### src/rtl/mips_pkg.sv
// Shared pipeline types for the MEM stage.
//   state_e  : memory-access FSM states
//   mem_wb_t : MEM/WB payload {reg_write, data, rd}
//   BUBBLE   : all-zero MEM/WB payload (no write-back)
package mips_pkg;

    localparam int unsigned WORD_W     = 32;
    localparam int unsigned REG_ADDR_W = 5;

    typedef enum logic [1:0] {
        IDLE   = 2'd0,
        ACCESS = 2'd1,
        DONE   = 2'd2
    } state_e;

    typedef struct packed {
        logic                  reg_write;
        logic [WORD_W-1:0]     data;
        logic [REG_ADDR_W-1:0] rd;
    } mem_wb_t;

    localparam mem_wb_t BUBBLE = '0;

endpackage

### src/rtl/mem_wb_reg.sv
// MEM/WB field register: captures the offered fields when load_i is high,
// otherwise inserts a bubble.
//   clk, rst  : clock, async active-low reset
//   load_i    : 1 = capture fields_i, 0 = capture BUBBLE
//   fields_i  : candidate MEM/WB payload
//   fields_o  : registered MEM/WB payload
module mem_wb_reg
    import mips_pkg::*;
(
    input  logic    clk,
    input  logic    rst,
    input  logic    load_i,
    input  mem_wb_t fields_i,
    output mem_wb_t fields_o
);

    always_ff @(posedge clk or negedge rst) begin
        if (!rst) begin
            fields_o <= BUBBLE;
        end else begin
            fields_o <= load_i ? fields_i : BUBBLE;
        end
    end

endmodule

### src/rtl/mem_access_unit.sv
// MEM stage: issues data-memory requests from the EX/MEM register, stalls the
// front of the pipe while an access is in flight, resolves branches and loads
// MEM/WB with either the instruction result or a bubble.
//   EX/MEM in : Branch_in, MemRead_in, MemWrite_in, RegWrite_in, Zero_in,
//               ALU_in, FwdBOut_in, Rd_in
//   memory    : dm_req, dm_we, dm_addr, dm_wdata (registered); dm_ack, dm_rdata
//   pipeline  : stall, PCSrc (combinational)
//   MEM/WB out: RegWrite_out, WbData_out, Rd_out
//   errors    : misalign_err, timeout_err (sticky until reset)
module mem_access_unit
    import mips_pkg::*;
#(
    parameter int unsigned MAX_WAIT = 16,
    parameter int unsigned CNT_W    = $clog2(MAX_WAIT)
) (
    input  logic                  clk,
    input  logic                  rst,
    input  logic                  Branch_in,
    input  logic                  MemRead_in,
    input  logic                  MemWrite_in,
    input  logic                  RegWrite_in,
    input  logic                  Zero_in,
    input  logic [WORD_W-1:0]     ALU_in,
    input  logic [WORD_W-1:0]     FwdBOut_in,
    input  logic [REG_ADDR_W-1:0] Rd_in,
    output logic                  dm_req,
    output logic                  dm_we,
    output logic [WORD_W-1:0]     dm_addr,
    output logic [WORD_W-1:0]     dm_wdata,
    input  logic                  dm_ack,
    input  logic [WORD_W-1:0]     dm_rdata,
    output logic                  stall,
    output logic                  PCSrc,
    output logic                  RegWrite_out,
    output logic [WORD_W-1:0]     WbData_out,
    output logic [REG_ADDR_W-1:0] Rd_out,
    output logic                  misalign_err,
    output logic                  timeout_err
);

    state_e                state_q, state_d;
    logic [CNT_W-1:0]      cnt_q, cnt_d;
    logic                  req_q, req_d;
    logic                  we_q, we_d;
    logic [WORD_W-1:0]     addr_q, addr_d;
    logic [WORD_W-1:0]     wdata_q, wdata_d;
    logic                  lat_rw_q, lat_rw_d;
    logic                  lat_load_q, lat_load_d;
    logic [REG_ADDR_W-1:0] lat_rd_q, lat_rd_d;
    logic [WORD_W-1:0]     lat_alu_q, lat_alu_d;
    logic [WORD_W-1:0]     result_q, result_d;
    logic                  valid_q, valid_d;
    logic                  mis_q, mis_d;
    logic                  to_q, to_d;

    logic    memop, aligned, at_limit;
    logic    mw_load;
    mem_wb_t mw_fields, mw_q;

    assign memop    = MemRead_in | MemWrite_in;
    assign aligned  = (ALU_in[1:0] == 2'b00);
    assign at_limit = (cnt_q == CNT_W'(MAX_WAIT - 1));

    // Stall is forced low while in reset so a held instruction cannot freeze the pipe.
    assign stall = rst & (((state_q == IDLE) & memop & aligned) | (state_q == ACCESS));
    assign PCSrc = (state_q == IDLE) & Branch_in & Zero_in;

    // Next-state, request and MEM/WB selection.
    always_comb begin
        state_d    = state_q;
        cnt_d      = cnt_q;
        req_d      = req_q;
        we_d       = we_q;
        addr_d     = addr_q;
        wdata_d    = wdata_q;
        lat_rw_d   = lat_rw_q;
        lat_load_d = lat_load_q;
        lat_rd_d   = lat_rd_q;
        lat_alu_d  = lat_alu_q;
        result_d   = result_q;
        valid_d    = valid_q;
        mis_d      = mis_q;
        to_d       = to_q;
        mw_load    = 1'b0;
        mw_fields  = BUBBLE;

        unique case (state_q)
            IDLE: begin
                if (!memop) begin
                    mw_load   = 1'b1;
                    mw_fields = '{reg_write: RegWrite_in, data: ALU_in, rd: Rd_in};
                end else if (!aligned) begin
                    mis_d = 1'b1;
                end else begin
                    req_d      = 1'b1;
                    we_d       = MemWrite_in;
                    addr_d     = {ALU_in[WORD_W-1:2], 2'b00};
                    wdata_d    = FwdBOut_in;
                    // Read+write together executes as a write with no write-back.
                    lat_rw_d   = RegWrite_in & ~(MemRead_in & MemWrite_in);
                    lat_load_d = MemRead_in & ~MemWrite_in;
                    lat_rd_d   = Rd_in;
                    lat_alu_d  = ALU_in;
                    cnt_d      = '0;
                    state_d    = ACCESS;
                end
            end
            ACCESS: begin
                // Ack takes priority over the wait limit.
                if (dm_ack) begin
                    req_d    = 1'b0;
                    result_d = lat_load_q ? dm_rdata : lat_alu_q;
                    valid_d  = 1'b1;
                    state_d  = DONE;
                end else if (at_limit) begin
                    req_d    = 1'b0;
                    result_d = '0;
                    valid_d  = 1'b0;
                    to_d     = 1'b1;
                    state_d  = DONE;
                end else begin
                    cnt_d = cnt_q + CNT_W'(1);
                end
            end
            DONE: begin
                mw_load   = 1'b1;
                mw_fields = '{reg_write: lat_rw_q & valid_q, data: result_q, rd: lat_rd_q};
                state_d   = IDLE;
            end
            default: begin
                state_d = IDLE;
            end
        endcase
    end

    always_ff @(posedge clk or negedge rst) begin
        if (!rst) begin
            state_q    <= IDLE;
            cnt_q      <= '0;
            req_q      <= 1'b0;
            we_q       <= 1'b0;
            addr_q     <= '0;
            wdata_q    <= '0;
            lat_rw_q   <= 1'b0;
            lat_load_q <= 1'b0;
            lat_rd_q   <= '0;
            lat_alu_q  <= '0;
            result_q   <= '0;
            valid_q    <= 1'b0;
            mis_q      <= 1'b0;
            to_q       <= 1'b0;
        end else begin
            state_q    <= state_d;
            cnt_q      <= cnt_d;
            req_q      <= req_d;
            we_q       <= we_d;
            addr_q     <= addr_d;
            wdata_q    <= wdata_d;
            lat_rw_q   <= lat_rw_d;
            lat_load_q <= lat_load_d;
            lat_rd_q   <= lat_rd_d;
            lat_alu_q  <= lat_alu_d;
            result_q   <= result_d;
            valid_q    <= valid_d;
            mis_q      <= mis_d;
            to_q       <= to_d;
        end
    end

    mem_wb_reg u_mem_wb_reg (
        .clk      (clk),
        .rst      (rst),
        .load_i   (mw_load),
        .fields_i (mw_fields),
        .fields_o (mw_q)
    );

    assign dm_req       = req_q;
    assign dm_we        = we_q;
    assign dm_addr      = addr_q;
    assign dm_wdata     = wdata_q;
    assign RegWrite_out = mw_q.reg_write;
    assign WbData_out   = mw_q.data;
    assign Rd_out       = mw_q.rd;
    assign misalign_err = mis_q;
    assign timeout_err  = to_q;

endmodule

### config.mk
export PLATFORM = sky130hd
export DESIGN_NAME = mem_access_unit
export DESIGN_NICKNAME = d
export VERILOG_FILES = /design/src/rtl/mips_pkg.sv /design/src/rtl/mem_wb_reg.sv /design/src/rtl/mem_access_unit.sv
export SDC_FILE = /design/constraint.sdc
export NUM_CORES = 1
export LEC_CHECK = 0
export ABC_CLOCK_PERIOD_IN_PS = 2200
export BUFFER_PORTS_ARGS = -buffer_cell sky130_fd_sc_hd__buf_2
export CORE_MARGIN = 2
export CORE_UTILIZATION = 50
export DETAILED_ROUTE_END_ITERATION = 8
export PLACE_DENSITY = 0.8
export SLEW_MARGIN = 20
export SYNTH_ARGS = -nofsm -noshare
export SYNTH_HDL_FRONTEND = slang
export SYNTH_SLANG_ARGS = --single-unit
### constraint.sdc
create_clock -name clk -period 2.2 [get_ports clk]
set_clock_uncertainty 0.15 [all_clocks]
set_input_delay 0 -clock clk [delete_from_list [all_inputs] [get_ports clk]]
set_output_delay 0 -clock clk [all_outputs]
set_load 0.02 [all_outputs]
==> results.yml <==
global_route:
  grt_util_all_layers_pct: 26.9
  largest_net_degree_at_the_start_of_global_routing: 89
  via_count_of_the_first_global_routing_pass: 5730
  global_route.overflow_total: 0
  antenna_found_initial: 1
  grt_first_pass_wirelength_mm: 27.3
worst_setup_path:
  regToRegStartpoint: "cnt_q[0]"
  worstPathCellList: "nor4_4, nand2_2, buf_8, a21boi_0, buf_2"
  cp_data_arrival_time_ns: 1.95
  timing.critical_path.max_delay_family: "flip-flops"
  r2r.worst_path.cells: 7
  crit_path_max_fanout: 46
  crit_path_top_delay_cell: "sky130_fd_sc_hd__dfrtp_2"
  worst_setup_path_startpoint: "state_q[0]"
  crit_type: "register to primary output"
  rrSetupSlack_ns: 0.10
  crit_path_launch_type: "register"
  worst_setup_path_end_kind: "primary output"
  r2r-end: "result_q[5]"
  critical_path.n_buffers_inverters: 2
  critical_path_s_largest_stage_delay_ns: 0.47
  cp.required_ns: 2.05
  cp.depth: 5
floorplan:
  start_util_pct: 51.5
  number_of_core_rows: 40
  die_width_um: 115
  die-height_um: 115
  area_of_the_die_mm2: 0.0133
  floorplan.io_pins: 217
  core_mm2: 0.0121
pwr:
  finalPower_mw: 9.13
  sequential_share_of_power_pct: 42.9
  power.density_cell_area_mw_per_mm2: 1010
  power.share.switching_pct: 31.7
  power.ir.vdd_worst_mv: 0.604
  power.share.clock_pct: 31.9
  total_leakage_power_nw: 4.87
  switchingPower_mw: 2.89
  p_int_mw: 6.23
  share_comb_of_total_power_pct: 25.1
synthesis:
  yosys_warnings: 0
  synth_edf_count: 0
  synth_top_cell_area_share_pct: 61.2
  post-synth-top-area-cell: "sky130_fd_sc_hd__dfrtp_1"
  synth_common_cells: "sky130_fd_sc_hd__nand2_1 (241), sky130_fd_sc_hd__dfrtp_1 (152), sky130_fd_sc_hd__a22o_1 (38), sky130_fd_sc_hd__o21ai_0 (35), sky130_fd_sc_hd__buf_4 (33)"
  syn_inst: 606
  asr_flop_ratio_synth_pct: 100
  most_area_consuming_cells_after_synthesis: "sky130_fd_sc_hd__dfrtp_1 (61%), sky130_fd_sc_hd__nand2_1 (15%), sky130_fd_sc_hd__a22o_1 (5.4%)"
  ys_seq_area_share_pct: 61.2
  post_synth_num_cell_types: 36
  synth-main-ff-cell: "sky130_fd_sc_hd__dfrtp_1"
  synth.cell_area_mm2: 0.00621
  synthMostInstantiatedCell: "sky130_fd_sc_hd__nand2_1"
  post_synthesis_sequential_element_count: 152
  syn-mean-instance-area_um2: 10.3
clock_network:
  clk-insertion-delay-late_ns: 0.41
  clock_sinks: 152
  tritoncts: "done"
  clk_slew_on_worst_s_h_paths_ns: 0.06
  tritoncts.num_buffers: 17
  postCtsSetupRepairBufs: 0
  clock-root-buffer: "sky130_fd_sc_hd__clkbuf_16"
  max-clock-path-buffers: 2
  htreeDepth: 4
run_status:
  outcome: "complete, no violations"
sta:
  fin_crit_sh_pct: 95.4
  timing.final.hold_violations: 0
  fin_setup_tns_ns: 0
  rsz0062_at_grt: "false"
  timing.final.max_slew_violations: 0
  final.min_clock_period_ns: 2.10
  final-setup-viol-count: 0
  tightest_slew_ns: 0.654
  max_clock_freq_mhz: 477
  max-slew-margin-rel_pct: 56.4
finish:
  layout.cells.non_filler: 1082
  fin_nets: 1010
  area.growth.synth_to_final_pct: 45.5
  drive_above_1_share_pct: 29.4
  stdcell_area_mm2: 0.00904
placed_design:
  dp.final_hpwl_mm: 10.6
  post_dp_cell_area_mm2: 0.00729
  dp_cells: 938
  portBuffers: 214
  finalWeightedCongestion: 0.856
route:
  drt_pass1_iterations: 5
  drt_iter0_markers: 466
  routed-via-count: 5568
  drtAntennaViolNets: 0
  drt_drc_violations_left: 0
  avgViaCountPerCell: 5.15
  post_drt_wl_per_cell_um: 16.6
  route.final.wire_length_mm: 18.0
min_path:
  class_of_the_tightest_hold_or_removal_check: "input pin to asynchronous set/reset pin"
flow_run:
  maxCapViolations: 0
## kinds of logic after synthesis
family          count (synthesis)  synth area share (%)
flops                         152                  61.2
other cells                     1                0.0604
compound gates                 88                  9.95
simple gates                  263                  16.8
buf+inv                        69                  6.63
mux                            32                  5.16
fa+ha+maj                       1                 0.201
## power by group through the flow
| stage | clock network, mW | logic [mW] | registers [mW] |
|---|---|---|---|
| 6_report | 2.91 | 2.30 | 3.92 |
| 3_3_place_gp | 0 | 2.00 | 3.89 |
| 2_1_floorplan | 0 | 1.22 | 4.09 |
| 5_1_grt | 3.06 | 2.51 | 3.99 |
| 4_1_cts | 2.94 | 2.26 | 3.89 |
| 3_5_place_dp | 0 | 2.07 | 3.92 |
## worst min-delay path: cells and delay by family
family,cells,cell delay [ns]
buffers and inverters,3,1.04
## how the worst max path moves through the flow
stage | endpoint | slack, ns
after floorplan | stall | 0.29
after global placement | result_q[19] | 0.48
after detailed placement | result_q[3] | 0.40
after CTS | stall | 0.003
after global routing | stall | 0.02
final | stall | 0.10
## cells in the final DEF (no fill, tap or decap), types with 2 or more instances in the layout
| cell type | n |
|---|---|
| sky130_fd_sc_hd__nand2_1 | 240 |
| sky130_fd_sc_hd__buf_2 | 213 |
| sky130_fd_sc_hd__dfrtp_1 | 150 |
| sky130_fd_sc_hd__dlygate4sd3_1 | 110 |
| sky130_fd_sc_hd__a22o_1 | 38 |
| sky130_fd_sc_hd__o21ai_0 | 35 |
| sky130_fd_sc_hd__mux2i_1 | 32 |
| sky130_fd_sc_hd__clkbuf_16 | 18 |
| sky130_fd_sc_hd__buf_4 | 9 |
| sky130_fd_sc_hd__nor2_1 | 6 |
| sky130_fd_sc_hd__clkinv_2 | 5 |
| sky130_fd_sc_hd__clkbuf_1 | 4 |
| sky130_fd_sc_hd__buf_12 | 4 |
| sky130_fd_sc_hd__inv_1 | 3 |
| sky130_fd_sc_hd__bufinv_16 | 3 |
| sky130_fd_sc_hd__a21boi_0 | 2 |
| sky130_fd_sc_hd__a32o_1 | 2 |
| sky130_fd_sc_hd__and3_1 | 2 |
| sky130_fd_sc_hd__and2_1 | 2 |
| sky130_fd_sc_hd__a31oi_1 | 2 |
| sky130_fd_sc_hd__a21oi_1 | 2 |
| sky130_fd_sc_hd__conb_1 | 2 |
| sky130_fd_sc_hd__clkbuf_8 | 2 |
| sky130_fd_sc_hd__dfrtp_2 | 2 |
| sky130_fd_sc_hd__buf_8 | 2 |
## timing repair
| item | CTS | global route |
|---|---|---|
| hold endpoints to repair | 301 | 0 |
| endpoints found under the setup margin | 0 | 4 |
| gates resized for setup | 0 | 9 |
| hold buffers | 111 | 0 |
## cell type report
type                            count  area [um^2]
Timing Repair Buffer              340         2380
Sequential cell                   152         3810
Antenna cell                        1         2.50
Inverter                            3         11.3
Clock buffer                       23          468
Tap cell                          168          210
Fill cell                         766         3030
Multi-Input combinational cell    386         2030
Clock inverter                      9          123
## per-stage QoR
step           hold slack (ns)  setup slack (ns)  util (%)
6_report                0.0396             0.102      74.9
5_1_grt                  0.102            0.0211      74.9
4_1_cts                 0.0738           0.00314      74.6
3_5_place_dp            -0.323             0.402      60.5
3_3_place_gp            -0.325             0.476      60.5
2_1_floorplan           -0.446             0.295         -
## flip-flops by register name, indices dropped and copies added, names as in the netlist
name	count
cnt_q	4
dm_req	1
dm_wdata	32
dm_we	1
lat_alu_q	32
lat_load_q	1
lat_rd_q	5
lat_rw_q	1
misalign_err	1
result_q	32
state_q	2
timeout_err	1
u_mem_wb_reg.fields_o	38
valid_q	1
## layer usage
metal  up-vias  track usage [%]  routed length (um)
met5         -                0                   0
met1      2703             31.7                7160
met3        43             5.70                1170
met4         0             13.1                 536
met2       275             46.7                9130
li1       2547                -                   -
Power figures use the tool's default switching activity.
